## src/rtl/cesa_pkg.sv

```systemverilog
// Shared types and helpers for the CESA variable-latency adder.
//   BLK_W   : width of one speculative slice
//   state_e : controller states
//   clog2() : index width helper for the slice counter
package cesa_pkg;

  localparam int unsigned BLK_W = 4;

  typedef enum logic [1:0] {
    IDLE = 2'd0,
    CHK  = 2'd1,
    FIX  = 2'd2,
    DONE = 2'd3
  } state_e;

  // Ceiling log2 for elaboration-time widths
  function automatic int unsigned clog2(input int unsigned n);
    int unsigned r;
    r = 0;
    for (int unsigned i = 0; i < 32; i++) begin
      if ((32'd1 << i) < n) r = i + 1;
    end
    return r;
  endfunction

endpackage

```

## src/rtl/block4.sv

```systemverilog
// Speculative 4-bit slice.
// The carry-out is predicted from the slice operands alone (carry-in taken as 0),
// so no carry chain crosses slice boundaries in the speculative path.
//   i_a, i_b       : slice operands
//   i_cin          : speculative carry-in from the slice below
//   o_sum_c        : slice sum using i_cin
//   o_spec_cout_c  : predicted carry-out (generate of i_a+i_b)
module block4
  import cesa_pkg::*;
(
  input  logic [BLK_W-1:0] i_a,
  input  logic [BLK_W-1:0] i_b,
  input  logic             i_cin,
  output logic [BLK_W-1:0] o_sum_c,
  output logic             o_spec_cout_c
);

  localparam int unsigned SUM_W = BLK_W + 1;

  logic [BLK_W-1:0] w_gen_unused;

  assign o_sum_c = i_a + i_b + BLK_W'(i_cin);
  assign {o_spec_cout_c, w_gen_unused} = SUM_W'(i_a) + SUM_W'(i_b);

endmodule

```

## src/rtl/cesa_blk_fix.sv

```systemverilog
// Exact 4-bit slice adder with a carry-prediction mismatch flag.
//   i_a, i_b      : slice operands
//   i_cin         : carry-in used for the exact addition
//   i_spec_cout   : carry-out predicted for this slice
//   o_sum_c       : exact slice sum
//   o_cout_c      : exact slice carry-out
//   o_mis_c       : exact carry-out differs from the prediction
module cesa_blk_fix
  import cesa_pkg::*;
(
  input  logic [BLK_W-1:0] i_a,
  input  logic [BLK_W-1:0] i_b,
  input  logic             i_cin,
  input  logic             i_spec_cout,
  output logic [BLK_W-1:0] o_sum_c,
  output logic             o_cout_c,
  output logic             o_mis_c
);

  localparam int unsigned SUM_W = BLK_W + 1;

  assign {o_cout_c, o_sum_c} = SUM_W'(i_a) + SUM_W'(i_b) + SUM_W'(i_cin);
  assign o_mis_c             = o_cout_c ^ i_spec_cout;

endmodule

```

## src/rtl/cesa_spec_fix.sv

```systemverilog
// Variable-latency WIDTH-bit adder: speculative sum in one cycle, then serial
// repair of slices from the first carry misprediction up to the top slice.
// Optional feature macro: CESA_ERR_CNT_EN adds err_cnt_o, a saturating count
// of delivered results that needed correction.
//   clk_i, rst_ni            : clock, async active-low reset
//   in_valid_i / in_ready_o  : operand handshake (ready only when idle)
//   a_i, b_i, cin_i          : operands
//   out_valid_o / out_ready_i: result handshake
//   sum_o, cout_o            : exact sum and carry-out
//   spec_err_o               : result went through the repair path
//   err_cnt_o                : (CESA_ERR_CNT_EN only) corrected-result count
module cesa_spec_fix
  import cesa_pkg::*;
#(
  parameter int unsigned WIDTH = 32
) (
  input  logic             clk_i,
  input  logic             rst_ni,
  input  logic             in_valid_i,
  output logic             in_ready_o,
  input  logic [WIDTH-1:0] a_i,
  input  logic [WIDTH-1:0] b_i,
  input  logic             cin_i,
  output logic             out_valid_o,
  input  logic             out_ready_i,
  output logic [WIDTH-1:0] sum_o,
  output logic             cout_o,
  output logic             spec_err_o
`ifdef CESA_ERR_CNT_EN
  ,
  output logic [15:0]      err_cnt_o
`endif
);

  localparam int unsigned NBLK  = WIDTH / BLK_W;
  localparam int unsigned IDX_W = (NBLK > 1) ? clog2(NBLK) : 1;

  typedef logic [NBLK-1:0][BLK_W-1:0] slices_t;

  state_e           r_state,     w_state_nxt;
  slices_t          r_a,         w_a_nxt;
  slices_t          r_b,         w_b_nxt;
  slices_t          r_sum,       w_sum_nxt;
  logic             r_cin,       w_cin_nxt;
  logic             r_carry,     w_carry_nxt;
  logic             r_cout,      w_cout_nxt;
  logic             r_spec_err,  w_spec_err_nxt;
  logic             r_in_ready,  w_in_ready_nxt;
  logic             r_out_valid, w_out_valid_nxt;
  logic [IDX_W-1:0] r_idx,       w_idx_nxt;

  // Speculative carries: w_cspec[k] is the carry-in assumed for slice k
  logic [NBLK:0]    w_cspec;
  slices_t          w_ssum;
  slices_t          w_xsum;
  logic [NBLK-1:0]  w_xcout;
  logic [NBLK-1:0]  w_mis;
  logic             w_err_any;
  logic [IDX_W-1:0] w_kf;
  logic [BLK_W-1:0] w_fsum;
  logic             w_fcout;
  logic             w_fmis;
  logic             w_unused;

  assign w_cspec[0] = r_cin;

  // Per-slice speculation plus exact check; w_mis[k] flags slice k+1 as wrong
  for (genvar k = 0; k < NBLK; k++) begin : g_slice
    block4 u_spec (
      .i_a           (r_a[k]),
      .i_b           (r_b[k]),
      .i_cin         (w_cspec[k]),
      .o_sum_c       (w_ssum[k]),
      .o_spec_cout_c (w_cspec[k+1])
    );

    cesa_blk_fix u_chk (
      .i_a         (r_a[k]),
      .i_b         (r_b[k]),
      .i_cin       (w_cspec[k]),
      .i_spec_cout (w_cspec[k+1]),
      .o_sum_c     (w_xsum[k]),
      .o_cout_c    (w_xcout[k]),
      .o_mis_c     (w_mis[k])
    );
  end

  // Single repair adder walking up the slices
  cesa_blk_fix u_fix (
    .i_a         (r_a[r_idx]),
    .i_b         (r_b[r_idx]),
    .i_cin       (r_carry),
    .i_spec_cout (1'b0),
    .o_sum_c     (w_fsum),
    .o_cout_c    (w_fcout),
    .o_mis_c     (w_fmis)
  );

  // Top-slice prediction has no consumer; exact check sums equal the speculative ones
  assign w_unused = ^{w_xsum, w_mis[NBLK-1], w_cspec[NBLK], w_fmis};

  // Lowest mispredicted slice index
  always_comb begin
    w_err_any = |w_mis[NBLK-2:0];
    w_kf      = '0;
    for (int k = int'(NBLK) - 2; k >= 0; k--) begin
      if (w_mis[k]) w_kf = IDX_W'(k + 1);
    end
  end

  // Next-state and next-output logic
  always_comb begin
    w_state_nxt     = r_state;
    w_a_nxt         = r_a;
    w_b_nxt         = r_b;
    w_cin_nxt       = r_cin;
    w_sum_nxt       = r_sum;
    w_carry_nxt     = r_carry;
    w_cout_nxt      = r_cout;
    w_spec_err_nxt  = r_spec_err;
    w_idx_nxt       = r_idx;
    w_in_ready_nxt  = r_in_ready;
    w_out_valid_nxt = r_out_valid;

    case (r_state)
      IDLE: begin
        if (in_valid_i) begin
          w_a_nxt     = a_i;
          w_b_nxt     = b_i;
          w_cin_nxt   = cin_i;
          w_state_nxt = CHK;
        end
      end
      CHK: begin
        if (!w_err_any) begin
          w_sum_nxt      = w_ssum;
          w_cout_nxt     = w_xcout[NBLK-1];
          w_spec_err_nxt = 1'b0;
          w_state_nxt    = DONE;
        end else begin
          // Slices below the first misprediction saw correct carries
          for (int unsigned k = 0; k < NBLK; k++) begin
            if (IDX_W'(k) < w_kf) w_sum_nxt[k] = w_ssum[k];
          end
          w_carry_nxt    = w_xcout[w_kf - IDX_W'(1)];
          w_idx_nxt      = w_kf;
          w_spec_err_nxt = 1'b1;
          w_state_nxt    = FIX;
        end
      end
      FIX: begin
        w_sum_nxt[r_idx] = w_fsum;
        w_carry_nxt      = w_fcout;
        w_idx_nxt        = r_idx + IDX_W'(1);
        if (r_idx == IDX_W'(NBLK - 1)) begin
          w_cout_nxt  = w_fcout;
          w_state_nxt = DONE;
        end
      end
      DONE: begin
        if (out_ready_i) w_state_nxt = IDLE;
      end
      default: w_state_nxt = IDLE;
    endcase

    w_in_ready_nxt  = (w_state_nxt == IDLE);
    w_out_valid_nxt = (w_state_nxt == DONE);
  end

  // State and output registers
  always_ff @(posedge clk_i or negedge rst_ni) begin
    if (!rst_ni) begin
      r_state     <= IDLE;
      r_a         <= '0;
      r_b         <= '0;
      r_cin       <= 1'b0;
      r_sum       <= '0;
      r_carry     <= 1'b0;
      r_cout      <= 1'b0;
      r_spec_err  <= 1'b0;
      r_idx       <= '0;
      r_in_ready  <= 1'b1;
      r_out_valid <= 1'b0;
    end else begin
      r_state     <= w_state_nxt;
      r_a         <= w_a_nxt;
      r_b         <= w_b_nxt;
      r_cin       <= w_cin_nxt;
      r_sum       <= w_sum_nxt;
      r_carry     <= w_carry_nxt;
      r_cout      <= w_cout_nxt;
      r_spec_err  <= w_spec_err_nxt;
      r_idx       <= w_idx_nxt;
      r_in_ready  <= w_in_ready_nxt;
      r_out_valid <= w_out_valid_nxt;
    end
  end

  assign in_ready_o  = r_in_ready;
  assign out_valid_o = r_out_valid;
  assign sum_o       = r_sum;
  assign cout_o      = r_cout;
  assign spec_err_o  = r_spec_err;

`ifdef CESA_ERR_CNT_EN
  logic [15:0] r_err_cnt;

  // Counts corrected results at the output handshake, saturating
  always_ff @(posedge clk_i or negedge rst_ni) begin
    if (!rst_ni) begin
      r_err_cnt <= '0;
    end else if ((r_state == DONE) && out_ready_i && r_spec_err &&
                 (r_err_cnt != 16'hFFFF)) begin
      r_err_cnt <= r_err_cnt + 16'd1;
    end
  end

  assign err_cnt_o = r_err_cnt;
`endif

endmodule

```

## config.mk

```make
export PLATFORM = sky130hd
export DESIGN_NAME = cesa_spec_fix
export DESIGN_NICKNAME = d
export VERILOG_FILES = /design/src/rtl/cesa_pkg.sv /design/src/rtl/block4.sv /design/src/rtl/cesa_blk_fix.sv /design/src/rtl/cesa_spec_fix.sv
export SDC_FILE = /design/constraint.sdc
export NUM_CORES = 1
export LEC_CHECK = 0
export BUFFER_PORTS_ARGS = -buffer_cell sky130_fd_sc_hd__buf_2
export CORE_MARGIN = 2
export CORE_UTILIZATION = 45
export DETAILED_ROUTE_END_ITERATION = 8
export PLACE_DENSITY = 0.68
export SLEW_MARGIN = 20
export SYNTH_ARGS = -nofsm -noshare
export SYNTH_HDL_FRONTEND = slang
export SYNTH_SLANG_ARGS = --single-unit
```

## constraint.sdc

```tcl
create_clock -name clk_i -period 3.3 [get_ports clk_i]
set_clock_uncertainty 0.05 [all_clocks]
set_input_delay 0.33 -clock clk_i [delete_from_list [all_inputs] [get_ports clk_i]]
set_output_delay 0.33 -clock clk_i [all_outputs]
set_load 0.01 [all_outputs]
```

# Word-level counts from Yosys, hierarchy flattened

Index checks and enable logic that the tools add are counted.

Input bits: 69
Output and inout bits: 36
Word-level logic and storage cells: 157
Flip-flop bits (word level): 107

$lt $le $gt $ge: 11
Add/sub/neg operators: 36
Bitwise operators: 7
Equality and inequality tests: 16
Reduce and logical (&&, ||, !) cells: 16
Multiplexer cells: 39

Operator list:

| kind                                                                          | number |
|---|---|
| 32-bit one-hot mux with 2 select lines                                        | 1 |
| 4-bit by 4-bit adder with 5-bit output                                        | 9 |
| 5-bit by 1-bit adder with 5-bit output                                        | 9 |
| 4-bit 2-to-1 mux                                                              | 11 |
| 4-bit by 1-bit adder with 4-bit output                                        | 8 |
| 4-bit adder                                                                   | 8 |
| 32-bit bitwise mux                                                            | 1 |
| 32-bit 2-to-1 mux                                                             | 1 |
| 4-bit binary-select mux with 3-bit select                                     | 2 |
| 3-bit 2-to-1 mux                                                              | 8 |
| 3-bit != test (second input constant)                                         | 8 |
| 2-bit AND reduction                                                           | 10 |
| 4-bit demux with 3-bit select                                                 | 1 |
| 3-bit less-than comparator (first input constant)                             | 4 |
| 3-bit by 4-bit less-than comparator with 1-bit output (second input constant) | 2 |
| 2-bit one-hot mux with 4 select lines                                         | 1 |
| 7-bit OR reduction                                                            | 1 |
| 1-bit bitwise XOR                                                             | 7 |
| 2-bit equality test (second input constant)                                   | 3 |
| 1-bit by 3-bit less-than comparator with 1-bit output (first input constant)  | 2 |
| 2-bit by 3-bit less-than comparator with 1-bit output (first input constant)  | 2 |
| 1-bit 2-to-1 mux                                                              | 6 |
| 2-bit 2-to-1 mux                                                              | 3 |
| 2-bit != test (second input constant)                                         | 3 |
| 12 further kinds                                                              | 14 |

# Logic depth before layout (Yosys ltp)

Gate-level depths: netlist of run 1.

Depth in word-level cells: 15
Gate-level depth with buffers: 19
Gate-level depth less buffers: 19

# By module

From an unflattened synthesis of run 1, not the netlist that was laid out.

Cell total of the unflattened synthesis: 761
Area, all modules: 7895.1 um^2

Modules (own cells, without submodules):

| module                              | cells each | instances | sequential area each (um^2) | area each (um^2) |
|---|---|---|---|---|
| cesa_spec_fix                       | 439        | 1         | 2678.8                      | 5208.7 |
| block4                              | 20         | 8         | 0.0                         | 158.9 |
| cesa_blk_fix (g_slice[0].u_chk ...) | 18         | 8         | 0.0                         | 157.7 |
| cesa_blk_fix (g_slice[7].u_chk)     | 18         | 1         | 0.0                         | 153.9 |

# Least setup slack after synthesis of run 1

Ideal clock, no wire load.

Kind: reg2reg
From: reg r_b[16] in the netlist's numbering
To: reg r_carry
Period minus slack after synthesis: 3652 ps
Data arrival time: 3526 ps
Path slack: -352 ps
Required time: 3174 ps
Path buffers: 0
Setup time: 76 ps
Cell stages (with the launch flop): 19
Cells stage by stage: dfrtp_1 ha_1 inv_1 fa_1 nor2b_1 o21ai_0 nand2b_1 ha_1 nand3b_1 a2111oi_2 or2_1 o211ai_1 a31oi_4 ha_1 inv_1 mux2i_1 mux2i_1 a311o_1 o21ai_1

Word-level cells in the longest chain between the ends: 14
Elaborated cells on any way between the ends: 23
Classes of those cells: add/sub: 6; eq/ne: 1; mux: 12; bitwise: 2; reduce/logical: 2

Ends and longest elaborated chain:

| item                                        | RTL line                         | text |
|---|---|---|
| from (decl)                                 | cesa_spec_fix.sv:42              | `slices_t r_b, w_b_nxt;` |
| from (signal assigned)                      | cesa_spec_fix.sv:187             | `r_b <= w_b_nxt;` |
| 4-bit by 4-bit adder with 5-bit output      | block4.sv:23, cesa_blk_fix.sv:22 |  |
| 5-bit by 1-bit adder with 5-bit output      | cesa_blk_fix.sv:22               | `assign {o_cout_c, o_sum_c} = SUM_W'(i_a) + SUM_W'(i_b) + SUM_W'(i_cin);` |
| 1-bit bitwise XOR                           | cesa_blk_fix.sv:23               | `assign o_mis_c = o_cout_c ^ i_spec_cout;` |
| 3-bit 2-to-1 mux (6 in series)              | cesa_spec_fix.sv:107             | `if (w_mis[k]) w_kf = IDX_W'(k + 1);` |
| 3-bit by 1-bit subtractor with 3-bit output | cesa_spec_fix.sv:145             | `w_carry_nxt = w_xcout[w_kf - IDX_W'(1)];` |
| 1-bit binary-select mux with 3-bit select   | cesa_spec_fix.sv:145             |  |
| 1-bit 2-to-1 mux (not written as such)      | cesa_spec_fix.sv:145             |  |
| 1-bit 2-to-1 mux                            | cesa_spec_fix.sv:135             | `if (!w_err_any) begin` |
| 1-bit one-hot mux with 2 select lines       | cesa_spec_fix.sv:125             | `case (r_state)` |
| to (signal assigned)                        | cesa_spec_fix.sv:190             | `r_carry <= w_carry_nxt;` |
| to (decl)                                   | cesa_spec_fix.sv:45              | `logic r_carry, w_carry_nxt;` |

Several ways; a longest one is shown, not always the timed one. The select of a mux whose other input is x is not followed.
A chain may end at the register's enable or synchronous reset.

# Worst setup path in the final report of run 1

From: reg r_b[8] in the netlist's numbering
To: reg r_carry

Word-level cells in the longest chain between the ends: 12
Elaborated cells on any way between the ends: 21
Classes of those cells: add/sub: 6; eq/ne: 1; mux: 10; bitwise: 2; reduce/logical: 2

Ends and longest elaborated chain:

| item                                        | RTL line |
|---|---|
| 4-bit by 4-bit adder with 5-bit output      | block4.sv:23, cesa_blk_fix.sv:22 |
| 5-bit by 1-bit adder with 5-bit output      | cesa_blk_fix.sv:22 |
| 1-bit bitwise XOR                           | cesa_blk_fix.sv:23 |
| 3-bit 2-to-1 mux (4 in series)              | cesa_spec_fix.sv:107 |
| 3-bit by 1-bit subtractor with 3-bit output | cesa_spec_fix.sv:145 |
| 1-bit binary-select mux with 3-bit select   | cesa_spec_fix.sv:145 |
| 1-bit 2-to-1 mux (not written as such)      | cesa_spec_fix.sv:145 |
| 1-bit 2-to-1 mux                            | cesa_spec_fix.sv:135 |
| 1-bit one-hot mux with 2 select lines       | cesa_spec_fix.sv:125 |

Several ways; a longest one is shown, not always the timed one. The select of a mux whose other input is x is not followed.

==> results of run 1 <==
-- Yosys cell counts, types with 3 or more instances --
cell / n
a211oi_1: 3
a21o_1: 21
a21oi_1: 48
a22oi_1: 17
and2_1: 6
and3_1: 3
buf_1: 6
clkbuf_1: 17
dfrtp_1: 106
fa_1: 25
ha_1: 49
inv_1: 29
mux2_1: 12
mux2_2: 73
mux2i_1: 11
nand2_1: 39
nand2b_1: 10
nand3_1: 20
nand3b_1: 6
nand4_1: 5
nor2_1: 39
nor2b_1: 10
nor3_1: 5
nor3b_1: 3
o21ai_0: 26
o21ai_1: 3
o221ai_1: 4
o22ai_1: 7
o2bb2ai_1: 11
xnor2_1: 14
xor2_1: 18
-- repair_timing --
item                                   4_1_cts  5_1_grt
buffers inserted                             6        8
pin swaps                                   11       10
endpoints found under the hold margin        9        0
gates resized for setup                     17       31
setup endpoints to repair                   13       27
hold buffers                                 1        0
-- per-layer routing --
metal / vias to the layer above / routed length [um] / track usage
met1: 3057 / 9820 / 0.356
met5: - / 0 / 0
li1: 2899 / - / -
met3: 44 / 1050 / 0.0300
met4: 0 / 650 / 0.0978
met2: 206 / 10300 / 0.412
-- worst min-delay path by stage --
| stage | startpoint | endpoint | slack, ns | cells after the start |
|---|---|---|---|---|
| 5_1_grt | b_i[21] | r_b[21]$_DFFE_PN0P_ | 0.15 | 2 |
| 3_3_place_gp | rst_ni | r_b[18]$_DFFE_PN0P_ | 0.35 | 1 |
| 2_1_floorplan | rst_ni | cout_o$_DFFE_PN0P_ | -0.02 | 0 |
| 4_1_cts | a_i[21] | r_a[21]$_DFFE_PN0P_ | 0.15 | 2 |
| 3_5_place_dp | rst_ni | r_a[22]$_DFFE_PN0P_ | 0.37 | 1 |
| 6_report | a_i[21] | r_a[21]$_DFFE_PN0P_ | 0.15 | 2 |
-- sequential cells by signal, summed over array words and instances (netlist names) --
register and count:
r_idx 3, spec_err_o 1, in_ready_o 1, r_b 32, r_cin 1, r_state 2
r_carry 1, out_valid_o 1, cout_o 1, r_a 32, sum_o 32
-- area by class of cell --
class,instances,share of cell area
multi-input cells,526,0.497
repair buffers,220,0.150
flip-flops and latches,107,0.282
clock inverters,6,0.00697
well taps,216,0.0284
clock buffers,10,0.0241
inverters,30,0.0121
-- layout by cell type (no fill, tap or decap), drive strengths merged, types with 3 or more instances in the layout --
cell and instances:
o21ai 30, nand3 20, nand4 5, nand3b 7, o2bb2ai 11, xnor2 14
a2bb2oi 3, nand2 39, fa 25, nor3b 3, nand2b 10, nor3 5
nor2 40, a22oi 17, xor2 20, a2111oi 5, inv 30, o221ai 4
o22ai 7, a21oi 49, a211oi 4, mux2i 12, ha 49, and2 6
dfrtp 106, buf 219, clkinvlp 3, clkbuf 10, mux2 85, a21o 21
nor2b 10, and3 3
-- stage by stage --
stage / util / worst slack (ns) / hold WS, ns
detailed placement: 0.559 / -0.319 / 0.369
finish: 0.597 / -0.279 / 0.148
CTS: 0.586 / -0.209 / 0.146
global route: 0.597 / -0.450 / 0.148
global placement: 0.559 / -0.112 / 0.352
floorplan: - / -0.166 / -0.0156
-- logic make-up (layout without fill, tap and decap cells) --
logic type / after synthesis / count (layout) / synth area share
muxes: 99 / 99 / 0.152
and+or+nand+nor: 153 / 153 / 0.105
buffers and inverters: 57 / 266 / 0.0308
DFF: 107 / 107 / 0.363
xor gates and xnor gates: 34 / 34 / 0.0423
AOI/OAI and AO/OA: 166 / 166 / 0.156
adders and majority gates: 74 / 74 / 0.151
-- worst register-to-register path: cells and delay by family, from the launching register on --
kind	cells	cell delay, ns
adders and majority gates	4	1.00
muxes	2	0.33
and+or+nand+nor	5	0.60
DFF	1	0.37
AOI/OAI and AO/OA	6	1.07
buffers and inverters	2	0.11
==> results.md, run 1 <==
- Core Footprint: 15,900 um2
- FF-to-FF setup slack: -0.28 ns
- WP data arrival: 3.82 ns
- Worst setup SP type: flip-flop
- Largest net degree at the start of global routing: 66
- Final WL: 21.8 mm
- Post-Syn Instances: 690
- Via count: 6,206
- Crit path required time: 3.54 ns
- Gr usage total: 0.256
- Reg clk slew, reported paths: 0.08 ns
- Period minus WS final: 3.58 ns
- Worst skew pair latency: 0.36 ns
- Hold crit path type: input port to flip-flop
- Critical register-to-register path endpoint: r_carry$_DFFE_PN0P_
- CTS Buf Count: 9
- Placed cells: 1,084
- Reg2Reg Depth: 19
- Top post-synthesis cells by area: dfrtp_1 36%, mux2_2 11%, ha_1 8.3%
- Worst flop-to-flop path startpoint: r_b[8]$_DFFE_PN0P_
- Avg Cell Area, Syn: 10.7 um2
- Seq cells post-synth: 107
- Rel. slew slack: 0.421
- Sequential-to-total area share from yosys stat: 0.363
- Period utilization: 1.08
- Buffers plus inverters on the worst setup path: 2
- Synth area leader: dfrtp_1
- Fillers: 1,364
- DRT iter0 DRCs: 391
- Port Buffer Count: 104
- Layout cells sized above 1: 0.419
- Die Ht: 132 um
- CP delay by family, top: compound AO/OA/AOI/OAI gates
- Vias in the first global route: 6,445
- Pre-antenna DRT Iters: 5
- Worst path depth: 19
- DR WL/cell: 19.6 um
- First-pass GRT wire length: 35.0 mm
- Hpwl dp: 17.4 mm
- Share of the synthesized area in the top cell type: 0.359
- Crit-path max FO: 3
- H-tree levels: 3
- Inserted Diodes: 0
- Max Clk Rate: 0.279 GHz
- Nets: 1,037
- Asr flop ratio synth: 1.00
- Worst-Margin Slew: 0.868 ns
- Final Max Slew Viols: 0
- Number of synthesis warnings: 0
- Register area: 2680 um2
- CP Launch Point: r_b[8]$_DFFE_PN0P_
- Post-layout instance area: 9520 um2
- Setup Viol. Count Final: 9
- Placed instance area: 8910 um2
- EDFF count, synth: 0
- PnR worst setup slack: -0.279 ns
- Top_reg_cell synth: dfrtp_1
- CP Cell Sequence: ha_2, inv_2, fa_2, nor2b_1, o21ai_1, nand2b_1, ha_2, nand3b_1, a2111oi_4, nor2_1, nand2_1, a21oi_1, o21bai_2, ha_4, inv_4, mux2i_2, mux2i_1, a311o_1, o21ai_1
- ANT nets after route: 0
- Multi-input logic area: 4730 um2
- Area delta synth->final: 28.8%
- DIE AREA: 17,500 um2
- Die span in x: 132 um
- Violated checks: setup timing
- Initial antenna violation count: 0
- Clk root buf: clkbuf_16
- Critical Path Sink: r_carry$_DFFE_PN0P_
- CTS sink cnt: 107
- Grt total ovfl: 0
- CP max-delay cell: dfrtp_1
- Mapped cell area: 7390 um2
- Rows: 46
- CTS tree: done
- Total negative slack: -1.01 ns
- Syn Nets: 833
- Initial Util: 0.464
- Slowest stage delay, CP: 0.37 ns
- RSZ-0062 raised after global routing: true
- Clock buffer depth: 2
- Final GP Congestion: 0.960
- Status: finished with violations
- Vias per inst: 5.57
- Max Cap Viol: 0
- Yosys cell types: 65
- DRC: 0
- Fin cells: 1,115
- Crit Path Class: flip-flop to flip-flop
- Hold Vio Cnt, Final: 0
- Critical path capture point type: flip-flop
- IO Pins: 105
Power of run 1 is not shown: default switching activity piles up to over one toggle a cycle in this logic, so the estimate is an artifact.
==> run 2: changes to the inputs <==
--- a/config.mk
+++ b/config.mk
@@ -9,6 +9,7 @@
 export CORE_MARGIN = 2
 export CORE_UTILIZATION = 45
 export DETAILED_ROUTE_END_ITERATION = 8
+export GPL_TIMING_DRIVEN = 0
 export PLACE_DENSITY = 0.68
 export SLEW_MARGIN = 20
 export SYNTH_ARGS = -nofsm -noshare
==> results.md, run 2 (same netlist as run 1, synthesis figures left out) <==
- Final GP Congestion: 0.969
- Core Footprint: 15,900 um2
- Period utilization: 1.09
- DRC: 0
- Worst Min Path Start: a_i[4]
- H-tree levels: 3
- Setup Viol. Count Final: 22
- Crit path required time: 3.55 ns
- Gr usage total: 0.248
- ANT nets after route: 0
- First-pass GRT wire length: 33.5 mm
- Grt total ovfl: 0
- Layout cells sized above 1: 0.430
- Crit-path max FO: 3
- Fillers: 1,296
- Commonest non-fill, non-tap cell in the layout: buf_2
- Register area: 2700 um2
- Critical path capture point type: flip-flop
- Area delta synth->final: 28.9%
- Worst skew pair latency: 0.37 ns
- Initial Util: 0.464
- Clk root buf: clkbuf_16
- Rows: 46
- Final WL: 21.6 mm
- Reg2Reg Depth: 19
- Die Ht: 132 um
- RSZ-0062 raised after global routing: true
- Hpwl dp: 15.9 mm
- Hold crit path type: input port to flip-flop
- IO Pins: 105
- Rel. slew slack: 0.470
- Crit Path Class: flip-flop to flip-flop
- Violated checks: setup timing
- Via count: 6,192
- Worst hold path stage count: 2
- DIE AREA: 17,500 um2
- Reg clk slew, reported paths: 0.08 ns
- Status: finished with violations
- Most frequent cells in the layout: 104 x buf_2, 86 x dfrtp_1, 73 x mux2_2
- Port Buffer Count: 104
- Vias per inst: 5.67
- Die span in x: 132 um
- Largest net degree at the start of global routing: 56
- Pre-antenna DRT Iters: 5
- Worst-Margin Slew: 0.795 ns
- CTS Buf Count: 9
- DR WL/cell: 19.8 um
- Multi-input logic area: 4960 um2
- Vias in the first global route: 6,143
- Final Max Slew Viols: 0
- Initial antenna violation count: 0
- WP data arrival: 3.84 ns
- Worst setup SP type: flip-flop
- Max Clk Rate: 0.279 GHz
- Max Cap Viol: 0
- Nets: 1,014
- PnR worst setup slack: -0.281 ns
- DRT iter0 DRCs: 555
- Period minus WS final: 3.58 ns
- Post-layout instance area: 9520 um2
- CTS sink cnt: 107
- Hold Vio Cnt, Final: 0
- Placed instance area: 8270 um2
- Clock buffer depth: 2
- Inserted Diodes: 0
- Worst flop-to-flop path startpoint: r_a[8]$_DFFE_PN0P_
- CTS tree: done
- CP Launch Point: r_a[8]$_DFFE_PN0P_
[run 2: cell type report]
class                      count  share of cell area
multi-input combinational    526               0.521
sequential                   107               0.284
timing repair buffer         171               0.112
tap                          216              0.0284
clock buffer                  12              0.0248
buffer                        26              0.0151
inverter                      30              0.0118
clock inverter                 4             0.00289
[run 2: worst max-delay path: stages (launching register included)]
cell	delay (ns)
dfrtp_1	0.41
ha_4	0.16
inv_2	0.04
fa_2	0.34
nor2b_1	0.12
o21ai_1	0.06
nand2b_1	0.16
ha_2	0.23
buf_4	0.13
nand2b_4	0.05
a2111oi_4	0.26
buf_4	0.19
o21ai_4	0.06
a31oi_4	0.23
ha_4	0.25
inv_2	0.07
mux2i_1	0.17
mux2i_1	0.10
a311o_1	0.32
o21ai_1	0.11
[run 2: through the flow]
stage                util  setup TNS [ns]  worst slack [ns]  instances  hold WS [ns]
floorplan               -          -0.327            -0.166        690       -0.0156
global placement    0.516          -15.55             -1.13       1010         0.409
detailed placement  0.519          -16.69             -1.16       1011         0.269
CTS                 0.585          -0.851            -0.222       1083         0.133
global route        0.597           -6.30            -0.474       1092         0.141
finish              0.597           -2.71            -0.281       1092         0.140
[run 2: final timing paths]
path | end | slack (ns)
worst max-delay path | r_carry$_DFFE_PN0P_ | -0.28
worst min-delay path | r_a[4]$_DFFE_PN0P_ | 0.14
worst max register to register | r_carry$_DFFE_PN0P_ | -0.28
worst min register to register | sum_o[23]$_DFFE_PN0P_ | 0.43
max in group asynchronous | r_b[4]$_DFFE_PN0P_ | 2.11
min in group asynchronous | r_b[22]$_DFFE_PN0P_ | 0.42
[run 2: routing by layer]
| metal | up-vias | wire length (um) | GRT usage |
|---|---|---|---|
| met1 | 2988 | 9430 | 0.343 |
| met3 | 61 | 1490 | 0.0431 |
| met2 | 287 | 9900 | 0.378 |
| met4 | 0 | 829 | 0.120 |
| li1 | 2856 | - | - |
| met5 | - | 0 | 0 |
[run 2: repair_timing]
action	4_1_cts	5_1_grt
pin swaps	35	14
hold buffers	1	0
gates resized for setup	88	35
hold endpoints to repair	51	0
endpoints found under the setup margin	37	35
buffers inserted	57	9
Power of run 2 is left out for the same reason.
